[src/rtl/cpu_pkg.sv]
// Shared CPU definitions: opcode constants, field widths, instruction formats and the packer
// FIFO entry layout.
package cpu_pkg;

  localparam int unsigned OPCODE_W = 7;
  localparam int unsigned REG_W    = 5;
  localparam int unsigned FUNCT3_W = 3;
  localparam int unsigned FUNCT7_W = 7;
  localparam int unsigned XLEN     = 64;
  localparam int unsigned ILEN     = 32;

  localparam logic [OPCODE_W-1:0] OP_LOAD   = 7'b0000011;
  localparam logic [OPCODE_W-1:0] OP_IMM    = 7'b0010011;
  localparam logic [OPCODE_W-1:0] OP_STORE  = 7'b0100011;
  localparam logic [OPCODE_W-1:0] OP_BRANCH = 7'b1100011;
  localparam logic [OPCODE_W-1:0] OP_REG    = 7'b0110011;

  typedef enum logic [2:0] {FmtI, FmtS, FmtSb, FmtR, FmtBad} fmt_e;

  typedef struct packed {
    logic [ILEN-1:0] instr;
    logic [XLEN-1:0] addr;
    logic            err;
  } entry_t;

  localparam int unsigned ENTRY_W = $bits(entry_t);

  function automatic fmt_e decode_fmt(input logic [OPCODE_W-1:0] op);
    fmt_e fmt;
    case (op)
      OP_LOAD, OP_IMM: fmt = FmtI;
      OP_STORE:        fmt = FmtS;
      OP_BRANCH:       fmt = FmtSb;
      OP_REG:          fmt = FmtR;
      default:         fmt = FmtBad;
    endcase
    return fmt;
  endfunction

endpackage

[src/rtl/instr_fifo2.sv]
// Two-entry synchronous FIFO with full/empty flags. Caller must not push when full nor pop
// when empty.
module instr_fifo2 #(
  parameter int unsigned Width = 97
) (
  input  logic             clk,
  input  logic             reset,
  input  logic             push,
  input  logic             pop,
  input  logic [Width-1:0] wdata,
  output logic [Width-1:0] rdata,
  output logic             full,
  output logic             empty
);

  logic [Width-1:0] mem_q [2];
  logic             wr_ptr_q, rd_ptr_q;
  logic [1:0]       count_q;

  assign full  = (count_q == 2'd2);
  assign empty = (count_q == 2'd0);
  assign rdata = mem_q[rd_ptr_q];

  always_ff @(posedge clk) begin
    if (reset) begin
      wr_ptr_q <= 1'b0;
      rd_ptr_q <= 1'b0;
      count_q  <= 2'd0;
    end else begin
      if (push) begin
        mem_q[wr_ptr_q] <= wdata;
        wr_ptr_q        <= ~wr_ptr_q;
      end
      if (pop) rd_ptr_q <= ~rd_ptr_q;
      if (push && !pop)      count_q <= count_q + 2'd1;
      else if (pop && !push) count_q <= count_q - 2'd1;
    end
  end

endmodule

[src/rtl/instr_packer.sv]
// Packs decoded RV64 instruction fields into 32-bit words tagged with a word address.
// Define INSTR_PACKER_RANGE_CHECK_EN to flag immediates that do not fit in 12 signed bits.
module instr_packer
  import cpu_pkg::*;
#(
  parameter logic [XLEN-1:0] BASE_ADDR = 64'd0
) (
  input  logic                clk,
  input  logic                reset,
  input  logic                in_valid,
  output logic                in_ready,
  input  logic [OPCODE_W-1:0] in_opcode,
  input  logic [REG_W-1:0]    in_rd,
  input  logic [REG_W-1:0]    in_rs1,
  input  logic [REG_W-1:0]    in_rs2,
  input  logic [FUNCT3_W-1:0] in_funct3,
  input  logic [FUNCT7_W-1:0] in_funct7,
  input  logic [XLEN-1:0]     in_imm,
  output logic                out_valid,
  input  logic                out_ready,
  output logic [ILEN-1:0]     out_instr,
  output logic [XLEN-1:0]     out_addr,
  output logic                out_err
);

  fmt_e            fmt;
  logic [ILEN-1:0] instr_raw;
  logic            fmt_err, range_err;
  entry_t          push_entry, head, last_q, shown;
  logic [XLEN-1:0] addr_q;
  logic            full, empty, push, pop;
  logic [ENTRY_W-1:0] fifo_rdata;

  always_comb begin
    fmt       = decode_fmt(in_opcode);
    instr_raw = '0;
    fmt_err   = 1'b0;
    case (fmt)
      FmtI:  instr_raw = {in_imm[11:0], in_rs1, in_funct3, in_rd, in_opcode};
      FmtS:  instr_raw = {in_imm[11:5], in_rs2, in_rs1, in_funct3, in_imm[4:0], in_opcode};
      // Branch immediate is already a halfword offset, so bit 0 of the field is imm[0].
      FmtSb: instr_raw = {in_imm[11], in_imm[9:4], in_rs2, in_rs1, in_funct3, in_imm[3:0],
                          in_imm[10], in_opcode};
      FmtR:  instr_raw = {in_funct7, in_rs2, in_rs1, in_funct3, in_rd, in_opcode};
      default: fmt_err = 1'b1;
    endcase
  end

`ifdef INSTR_PACKER_RANGE_CHECK_EN
  assign range_err = (fmt inside {FmtI, FmtS, FmtSb}) &&
                     (in_imm[63:11] != {53{in_imm[11]}});
`else
  logic unused_imm_hi;
  assign unused_imm_hi = ^in_imm[63:12];
  assign range_err     = 1'b0;
`endif

  always_comb begin
    push_entry.err   = fmt_err | range_err;
    push_entry.instr = push_entry.err ? '0 : instr_raw;
    push_entry.addr  = addr_q;
  end

  // in_ready depends only on local state, never on out_ready.
  assign in_ready  = ~full & ~reset;
  assign push      = in_valid & in_ready;
  assign out_valid = ~empty & ~reset;
  assign pop       = out_valid & out_ready;

  instr_fifo2 #(
    .Width(ENTRY_W)
  ) u_fifo (
    .clk  (clk),
    .reset(reset),
    .push (push),
    .pop  (pop),
    .wdata(push_entry),
    .rdata(fifo_rdata),
    .full (full),
    .empty(empty)
  );

  assign head = entry_t'(fifo_rdata);

  always_ff @(posedge clk) begin
    if (reset) begin
      addr_q <= BASE_ADDR;
      last_q <= '{instr: '0, addr: BASE_ADDR, err: 1'b0};
    end else begin
      if (push && !push_entry.err) addr_q <= addr_q + 64'd4;
      if (pop) last_q <= head;
    end
  end

  // Empty FIFO replays the last popped entry so the data outputs hold their value.
  always_comb begin
    if (reset)      shown = '{instr: '0, addr: BASE_ADDR, err: 1'b0};
    else if (empty) shown = last_q;
    else            shown = head;
  end

  assign out_instr = shown.instr;
  assign out_addr  = shown.addr;
  assign out_err   = shown.err;

endmodule
[config.mk]
export PLATFORM = sky130hd
export DESIGN_NAME = instr_packer
export DESIGN_NICKNAME = d
export VERILOG_FILES = /design/src/rtl/cpu_pkg.sv /design/src/rtl/instr_fifo2.sv /design/src/rtl/instr_packer.sv
export SDC_FILE = /design/constraint.sdc
export NUM_CORES = 1
export LEC_CHECK = 0
export BUFFER_PORTS_ARGS = -buffer_cell sky130_fd_sc_hd__buf_2
export CAP_MARGIN = 20
export CELL_PAD_IN_SITES_DETAIL_PLACEMENT = 0
export CELL_PAD_IN_SITES_GLOBAL_PLACEMENT = 2
export CORE_MARGIN = 4
export CORE_UTILIZATION = 40
export CTS_CLUSTER_DIAMETER = 150
export CTS_CLUSTER_SIZE = 40
export DETAILED_ROUTE_END_ITERATION = 7
export HOLD_SLACK_MARGIN = 0.05
export PLACE_DENSITY_LB_ADDON = 0.1
export SLEW_MARGIN = 20
export SYNTH_ARGS = -nofsm -noshare
export SYNTH_HDL_FRONTEND = slang
export SYNTH_SLANG_ARGS = --single-unit
[constraint.sdc]
create_clock -name clk -period 16 [get_ports clk]
set_input_delay 2.4 -clock clk [delete_from_list [all_inputs] [get_ports clk]]
set_output_delay 2.4 -clock clk [all_outputs]
set_load 0.02 [all_outputs]
# Word level (Yosys, flattened, before mapping)
# Memories as Yosys holds them, arrays and structs flattened. A register that Yosys moved wholly into a read port is not among the register bits.
# Cells that the tools add are included.
[totals]
reg_bits = 165
ramBits = 194
inputBits = 100
out_inout_bits = 99
word_cells = 52
memories = 1
[mem_list]
columns = ["memory", "words", "width", "rd", "rd_clocked_by_memory_dff", "wr", "line", "source"]
rows = [
  ["u_fifo.mem_q", 2, 97, 1, 1, 1, "instr_fifo2.sv:16", "logic [Width-1:0] mem_q [2];"],
]
[op_classes]
n_addsub = 3
eq_ne = 9
n_mux = 13
n_bitwise = 9
reduce_logical = 10
[ops]
columns = ["op", "n"]
rows = [
  ["97-bit two-way mux", 2],
  ["32-bit case mux with 4 select lines", 1],
  ["64-bit by 3-bit adder with 64-bit output (second input constant)", 1],
  ["32-bit two-way mux", 1],
  ["7-bit by 6-bit equality test with 1-bit output (second input constant)", 2],
  ["3-bit case mux with 4 select lines", 1],
  ["7-bit by 2-bit equality test with 1-bit output (second input constant)", 1],
  ["7-bit by 5-bit equality test with 1-bit output (second input constant)", 1],
  ["7-bit equality test (second input constant)", 1],
  ["3-bit by 2-bit equality test with 1-bit output (second input constant)", 2],
  ["1-bit two-way mux", 6],
  ["1-bit inverter", 5],
  ["1-bit AND", 4],
  ["2-bit two-way mux", 2],
  ["4-bit OR reduction", 1],
  ["3-bit by 1-bit equality test with 1-bit output (second input constant)", 1],
  ["1-bit logical AND", 3],
  ["3-bit zero test", 1],
  ["2-bit by 1-bit adder with 2-bit output (second input constant)", 1],
  ["2-bit equality test (second input constant)", 1],
  ["1-bit zero test", 2],
  ["2-bit zero test", 1],
  ["2-bit nonzero test", 1],
  ["2-bit OR reduction", 1],
  ["2-bit by 1-bit subtractor with 2-bit output (second input constant)", 1],
]

# Logic depth before layout (Yosys ltp)
# Gate-level depths: netlist (run 1).
[depth]
ltp_word = 8
ltp_mapped = 11
ltp_nobuf = 7

# Cells and area by module
# A second synthesis (run 1) with hierarchy kept.
[hier_totals]
hier_cells = 1406
hier_area_um2 = 15747.6
[by_module_without_submodules]
columns = ["mod", "instances", "cells_each", "area_each_um2", "seq_area_each_um2"]
rows = [
  ["instr_packer", 1, 1082, 8421.8, 3183.1],
  ["instr_fifo2", 1, 324, 7325.8, 5925.7],
]

# Least setup slack after synthesis (run 1)
# OpenSTA, ideal clock, no wires.
[synth_timing]
kind = "input-to-reg"
startpoint = "input reset"
endpoint = "memory u_fifo.mem_q[0][0], enable pin"
setup_ns = 0.665
arrival_ns = 9.233
required_ns = 15.335
setup_slack_ns = 6.103
stages = 3
path_buffers = 1
cell_sequence = "buf_2 nand2b_1 nor3_1"
[synth_between]
elab_chain_cells = 6
[synth_lines]
columns = ["item", "line", "source"]
rows = [
  ["from (decl)", "instr_packer.sv:9", "input logic reset,"],
  ["1-bit inverter", "instr_packer.sv:65", "assign in_ready = ~full & ~reset;"],
  ["1-bit AND", "instr_packer.sv:65", ""],
  ["1-bit AND", "instr_packer.sv:66", "assign push = in_valid & in_ready;"],
  ["1-bit two-way mux", "instr_fifo2.sv:30", "if (push) begin"],
  ["1-bit two-way mux (*)", "instr_fifo2.sv:25", "if (reset) begin"],
  ["1-bit two-way mux (implied by the code) (*)", "instr_fifo2.sv:31", "mem_q[wr_ptr_q] <= wdata;"],
  ["to (decl)", "instr_fifo2.sv:16", ""],
]
# Every way passes the cells marked *; elsewhere a longest branch is shown, timed or not.

# Worst setup path in the final report (run 1)
[layout_timing]
startpoint = "input reset"
endpoint = "output out_addr[51]"
[layout_between]
elab_chain_cells = 1
[layout_lines]
columns = ["item", "line", "source"]
rows = [
  ["97-bit two-way mux", "instr_packer.sv:97", "if (reset) shown = '{instr: '0, addr: BASE_ADDR, err: 1'b0};"],
  ["to (decl)", "instr_packer.sv:22", "output logic [XLEN-1:0] out_addr,"],
]
# No other way between the ends.

==> results of run 1 <==
[registers in the layout, summed over array words and instances (netlist names), named ones only]
register	flops
u_fifo.count_q	2
u_fifo.wr_ptr_q	1
addr_q	62
last_q	95
u_fifo.mem_q	190
u_fifo.rd_ptr_q	1
[cells in the mapped netlist, types with 2 or more instances]
cell | count | area share
nor3b_1 | 2 | 0.0010
nand2_1 | 41 | 0.011
or2_2 | 2 | 0.00085
buf_1 | 14 | 0.0036
clkbuf_1 | 76 | 0.019
nor4_1 | 8 | 0.0034
a32oi_1 | 5 | 0.0030
inv_1 | 17 | 0.0044
and4_1 | 7 | 0.0042
buf_4 | 4 | 0.0020
and3_1 | 2 | 0.00085
and2_1 | 15 | 0.0064
nor3_1 | 7 | 0.0024
buf_2 | 11 | 0.0038
dfxtp_1 | 162 | 0.22
nor4_4 | 2 | 0.0029
xor2_1 | 9 | 0.0054
or3_1 | 14 | 0.0060
mux2i_1 | 96 | 0.066
a211oi_1 | 99 | 0.051
nor2b_1 | 2 | 0.00085
nand2b_1 | 2 | 0.00085
nand3_1 | 118 | 0.040
o31ai_1 | 27 | 0.014
o21ai_0 | 103 | 0.035
o41ai_1 | 2 | 0.0012
nor2_1 | 136 | 0.035
a222oi_1 | 6 | 0.0041
a21oi_1 | 52 | 0.018
edfxtp_1 | 190 | 0.39
xnor2_1 | 11 | 0.0066
ha_1 | 2 | 0.0017
nand4_1 | 23 | 0.0098
nand4bb_1 | 2 | 0.0015
or4_1 | 27 | 0.014
o21ai_1 | 8 | 0.0027
[where the power goes]
group | total, mW | leakage (nW) | switching, mW | internal, mW
Combinational | 0.396 | 1.99 | 0.273 | 0.123
Clock | 0.419 | 0.172 | 0.264 | 0.155
Sequential | 1.03 | 2.99 | 0.0261 | 1.00
Total | 1.84 | 5.15 | 0.563 | 1.28
[through the flow]
step	power, mW	hold slack [ns]	instances
2_1_floorplan	1.332	0.4396	1319
3_3_place_gp	1.449	0.4529	1833
3_5_place_dp	1.457	0.4621	1833
4_1_cts	1.877	0.4873	1853
5_1_grt	1.942	0.5067	1854
6_report	1.845	0.4822	1854
[per-layer routing]
layer / up-vias / wire [microns] / GRT usage / part of all wire
li1: 5065 / - / - / -
met1: 4916 / 16060 / 0.2344 / 0.48
met2: 139 / 16230 / 0.2869 / 0.48
met3: 25 / 1084 / 0.01770 / 0.032
met4: 0 / 374 / 0.02667 / 0.011
met5: - / 0 / 0 / 0
[cell usage in the layout, fill, tap and decap left out, types with 2 or more instances in the layout]
cell type	netlist	final
buf_4	4	15
nand4_1	23	23
a21oi_1	52	52
o21ai_0	103	103
nor4_4	2	2
nand2_1	41	40
nand3_1	118	118
nand2b_1	2	2
and3_1	2	2
nand4bb_1	2	2
edfxtp_1	190	190
o31ai_1	27	27
a211oi_1	99	99
nor4_1	8	8
a222oi_1	6	6
nor2b_1	2	2
conb_1	1	6
xnor2_1	11	11
nor3_1	7	6
o21ai_1	8	8
and4_1	7	7
ha_1	2	2
buf_2	11	143
a32oi_1	5	5
xor2_1	9	9
nor3b_1	2	2
dfxtp_1	162	161
o41ai_1	2	2
nor2_1	136	136
and2_1	15	14
clkbuf_16	0	13
or4_1	27	27
mux2i_1	96	96
or3_1	14	14
clkbuf_1	76	6
inv_1	17	17
[tightest hold or removal path: stages (launching register included)]
cell     delay, ns
dfxtp_1       0.34
nand3_1       0.05
o21ai_0       0.06
[cells by family after synthesis]
| logic type | after synthesis | synth area share |
|---|---|---|
| adders and majority gates | 2 | 0.001708 |
| and+or+nand+nor | 413 | 0.1436 |
| xor gates and xnor gates | 20 | 0.01196 |
| buffers and inverters | 123 | 0.03347 |
| other | 1 | 0.0002559 |
| AOI/OAI and AO/OA | 307 | 0.1327 |
| DFF | 352 | 0.6108 |
| muxes | 96 | 0.06558 |
[final cells by class]
| type | count | area [sq um] | share of cell area |
|---|---|---|---|
| Clock buffer | 19 | 347.8 | 0.02168 |
| Inverter | 18 | 68.82 | 0.004289 |
| Clock inverter | 1 | 8.758 | 0.0005459 |
| Timing Repair Buffer | 159 | 839.6 | 0.05233 |
| Tap cell | 461 | 576.8 | 0.03595 |
| Sequential cell | 352 | 8952 | 0.5580 |
| Multi-Input combinational cell | 844 | 5249 | 0.3272 |
[path summary, 6_finish.rpt]
kind	to	startpoint	cells after the start
worst max-delay path	out_addr[51]	reset	5
worst min-delay path	last_q[42]	last_q[42]	2
worst max register to register	u_fifo.count_q[1]	u_fifo.count_q[0]	8
worst min register to register	last_q[42]	last_q[42]	2
==> out/metrics.yaml, run 1 <==
num_rows: 69
via_per_inst: 5.472
dp_hpwl_microns: 20550
synth_warnings: 0
wl_per_cell_microns: 18.20
critical_path_class: "input port to output pin"
design.die.area_sq_um: 39750
arrival_ns: 4.63
cts_hold_buf: 0
portBuffers: 144
clock_skew_ns: 0.02437
min_period_over_period: 0.4396
fin_area_sq_um: 16040
rrSetupSlack_ns: 11.88
fin_setup_tns_ns: 0
status: "finished clean"
cpMostUsedCell: "buf_4"
initial_utilization: 0.4089
path_delay_family: "buffers and inverters"
ctsResizeCount: 0
drt_pass1_iterations: 5
track_usage: 0.1669
antenna_cells: 0
relSlewSlack: 0.2842
routed_wl_microns: 33750
cts_root_buf: "clkbuf_16"
ir_drop_mv: 0.09200
syn_area_sq_um: 14650
ys.flop_type: "edfxtp_1"
clockBufferDepth: 3
layout.nets: 1489
async_flop_share: 0
p_leak_nw: 5.151
cts_tree: "yes"
cp_slowest_cell: "buf_4"
clk_pin_slew_ns: 0.14
end_kind: "output pin"
final-setup-viol-count: 0
grt-ovfl-total: 0
clock.fmax_ghz: 0.1422
coreArea_sq_um: 35830
p_per_area_nw_per_um2: 115.0
start_kind: "input port"
syn_to_final_growth_pct: 9.496
htree_levels: 1
final_util: 0.4478
place.gp.congestion: 0.7369
crit_buf_inv: 4
ios: 199
drt-initial-drc-count: 580
vias: 10150
required_ns: 13.60
drc: 0
worstPathCellList: "buf_4 > buf_4 > buf_4 > a211oi_1 > buf_2"
dp_slack_ns: 8.863
rsz0062_at_grt: "no"
synth_area_per_cell_sq_um: 11.15
die_y_microns: 199.4
ys_seq_elements: 352
min_path_type: "flop to flop"
ant_nets: 0
insertion_delay_ns: 0.52
grt_first_pass_wirelength_microns: 53750
cts_inserted_buffers: 12
worst_slack_ns: 8.967
path_max_fanout: 76
fin_crit_ns: 7.033
antenna_found_initial: 0
ys_seq_area_frac: 0.6108
fill_cells: 3385
slew_viol_final: 0
clock-sinks: 352
place_area_sq_um: 15680
cpPeakStageDelay_ns: 0.83
grt_pass1_vias: 9677
grt_max_degree: 104
timing.max_cap.violations: 0
syn_inst: 1314
die_w_microns: 199.4
postCtsSetupRepairBufs: 0
hold_viol: 0
synth_cell_type_count: 46
tightestPinTransition_ns: 1.074
drive_above_1_share: 0.1328
synth_enable_flop_cells: 190
Note: power is estimated with default switching activity, not from simulation.
==> run 2, diff against run 1 <==
Settings changed: CORE_UTILIZATION 40 to 38.
Clock period 16 ns to 6.92 ns, I/O delays scaled along.
==> out/metrics.yaml, run 2 (synthesized netlist as in run 1, its figures left out) <==
drc: 0
power_mw: 4.281
mostFrequentLayoutCell: "edfxtp_1"
regMostFlops: "u_fifo.mem_q"
dp_slack_ns: 2.512
portBuffers: 144
initial_utilization: 0.3872
fin_area_sq_um: 16150
num_rows: 71
antenna_cells: 0
clock.fmax_ghz: 0.2407
final-setup-viol-count: 0
grt_first_pass_wirelength_microns: 54600
clock_skew_ns: 0.02297
postCtsSetupRepairBufs: 0
drive_above_1_share: 0.1341
insertion_delay_ns: 0.51
min_from: "last_q[50]"
timing.max_cap.violations: 0
clock-sinks: 352
largest_reg_flops: 190
ios: 199
p_per_area_nw_per_um2: 265.1
ir_drop_mv: 0.1562
die_y_microns: 204.4
p_leak_nw: 5.166
fin_setup_tns_ns: 0
place_area_sq_um: 15770
start_kind: "flop"
cts_hold_buf: 0
worstPathCellList: "or2_4 > buf_4 > nor2_1 > a211oi_1 > buf_2"
crit_buf_inv: 2
syn_to_final_growth_pct: 10.22
routed_wl_microns: 34630
final_util: 0.4267
cp-startpoint: "u_fifo.count_q[0]"
ant_nets: 0
rrSetupSlack_ns: 3.37
cts_root_buf: "clkbuf_16"
dp_hpwl_microns: 20980
final_cell_mix: "190 x edfxtp_1, 161 x dfxtp_1, 143 x buf_2"
grt_max_degree: 112
design.die.area_sq_um: 41760
coreArea_sq_um: 37840
tightestPinTransition_ns: 1.062
status: "finished clean"
path_max_fanout: 68
fin_crit_ns: 4.155
drt_pass1_iterations: 7
finalNonFillerCells: 1905
reg2reg_from: "addr_q[2]"
min_path_type: "flop to flop"
grt-ovfl-total: 0
arrival_ns: 3.12
wl_per_cell_microns: 18.18
cts_tree: "yes"
grt_pass1_vias: 9532
ff_latch_area_sq_um: 8952
min_period_over_period: 0.6005
place.gp.congestion: 0.7057
vias: 10130
clockBufferDepth: 3
end_kind: "output pin"
worst_slack_ns: 2.765
rsz0062_at_grt: "no"
track_usage: 0.1604
hold_viol: 0
die_w_microns: 204.4
path_delay_family: "buffers and inverters"
cts_inserted_buffers: 12
timing.hold.ws_ns: 0.4818
layout.nets: 1490
cpPeakStageDelay_ns: 0.70
slew_viol_final: 0
required_ns: 5.88
fill_cells: 3698
drt-initial-drc-count: 550
reg_top3: "u_fifo.mem_q: 190 flops, last_q: 95 flops, addr_q: 62 flops"
htree_levels: 1
via_per_inst: 5.319
critical_path_class: "flop to output pin"
cp_slowest_cell: "buf_4"
multi_input_area_sq_um: 5260
ctsResizeCount: 0
clk_pin_slew_ns: 0.14
relSlewSlack: 0.2920
place_inst: 1884
antenna_found_initial: 0
[run 2: changes by cell type in the layout (fill, tap and decap cells not counted), sizes merged]
cell	previous run	this run
buf	159	160
[run 2: worst paths after layout]
kind / to / cells after the start
setup / recovery: out_addr[18] / 5
setup reg to reg: addr_q[32] / 7
hold / removal: last_q[50] / 2
hold reg to reg: last_q[50] / 2
[run 2: layer usage]
metal / vias up / global-route usage / share of wire
met5: - / 0 / 0
met1: 4941 / 0.2317 / 0.49
met3: 19 / 0.01571 / 0.032
met4: 0 / 0.02369 / 0.010
met2: 123 / 0.2695 / 0.46
li1: 5050 / - / -
[run 2: worst register-to-register path, stage by stage (launching register included)]
cell and delay, ns:
dfxtp_1 0.46, ha_1 0.32, inv_1 0.16, nor4_1 0.82
nand3_2 0.69, buf_4 0.41, or4b_1 0.52, a21oi_1 0.14
[run 2: area by class of cell]
type	count	share of cell area
clock buffer	19	0.02154
clock inverter	1	0.0005423
inverter	18	0.004261
multi-input combinational	844	0.3257
sequential	352	0.5544
tap	511	0.03959
timing repair buffer	160	0.05400
[run 2: where the power goes]
group	switching (mW)	internal [mW]	leakage, nW	total, mW
Combinational	0.639	0.285	2.00	0.924
Clock	0.616	0.358	0.172	0.975
Sequential	0.0597	2.32	2.99	2.38
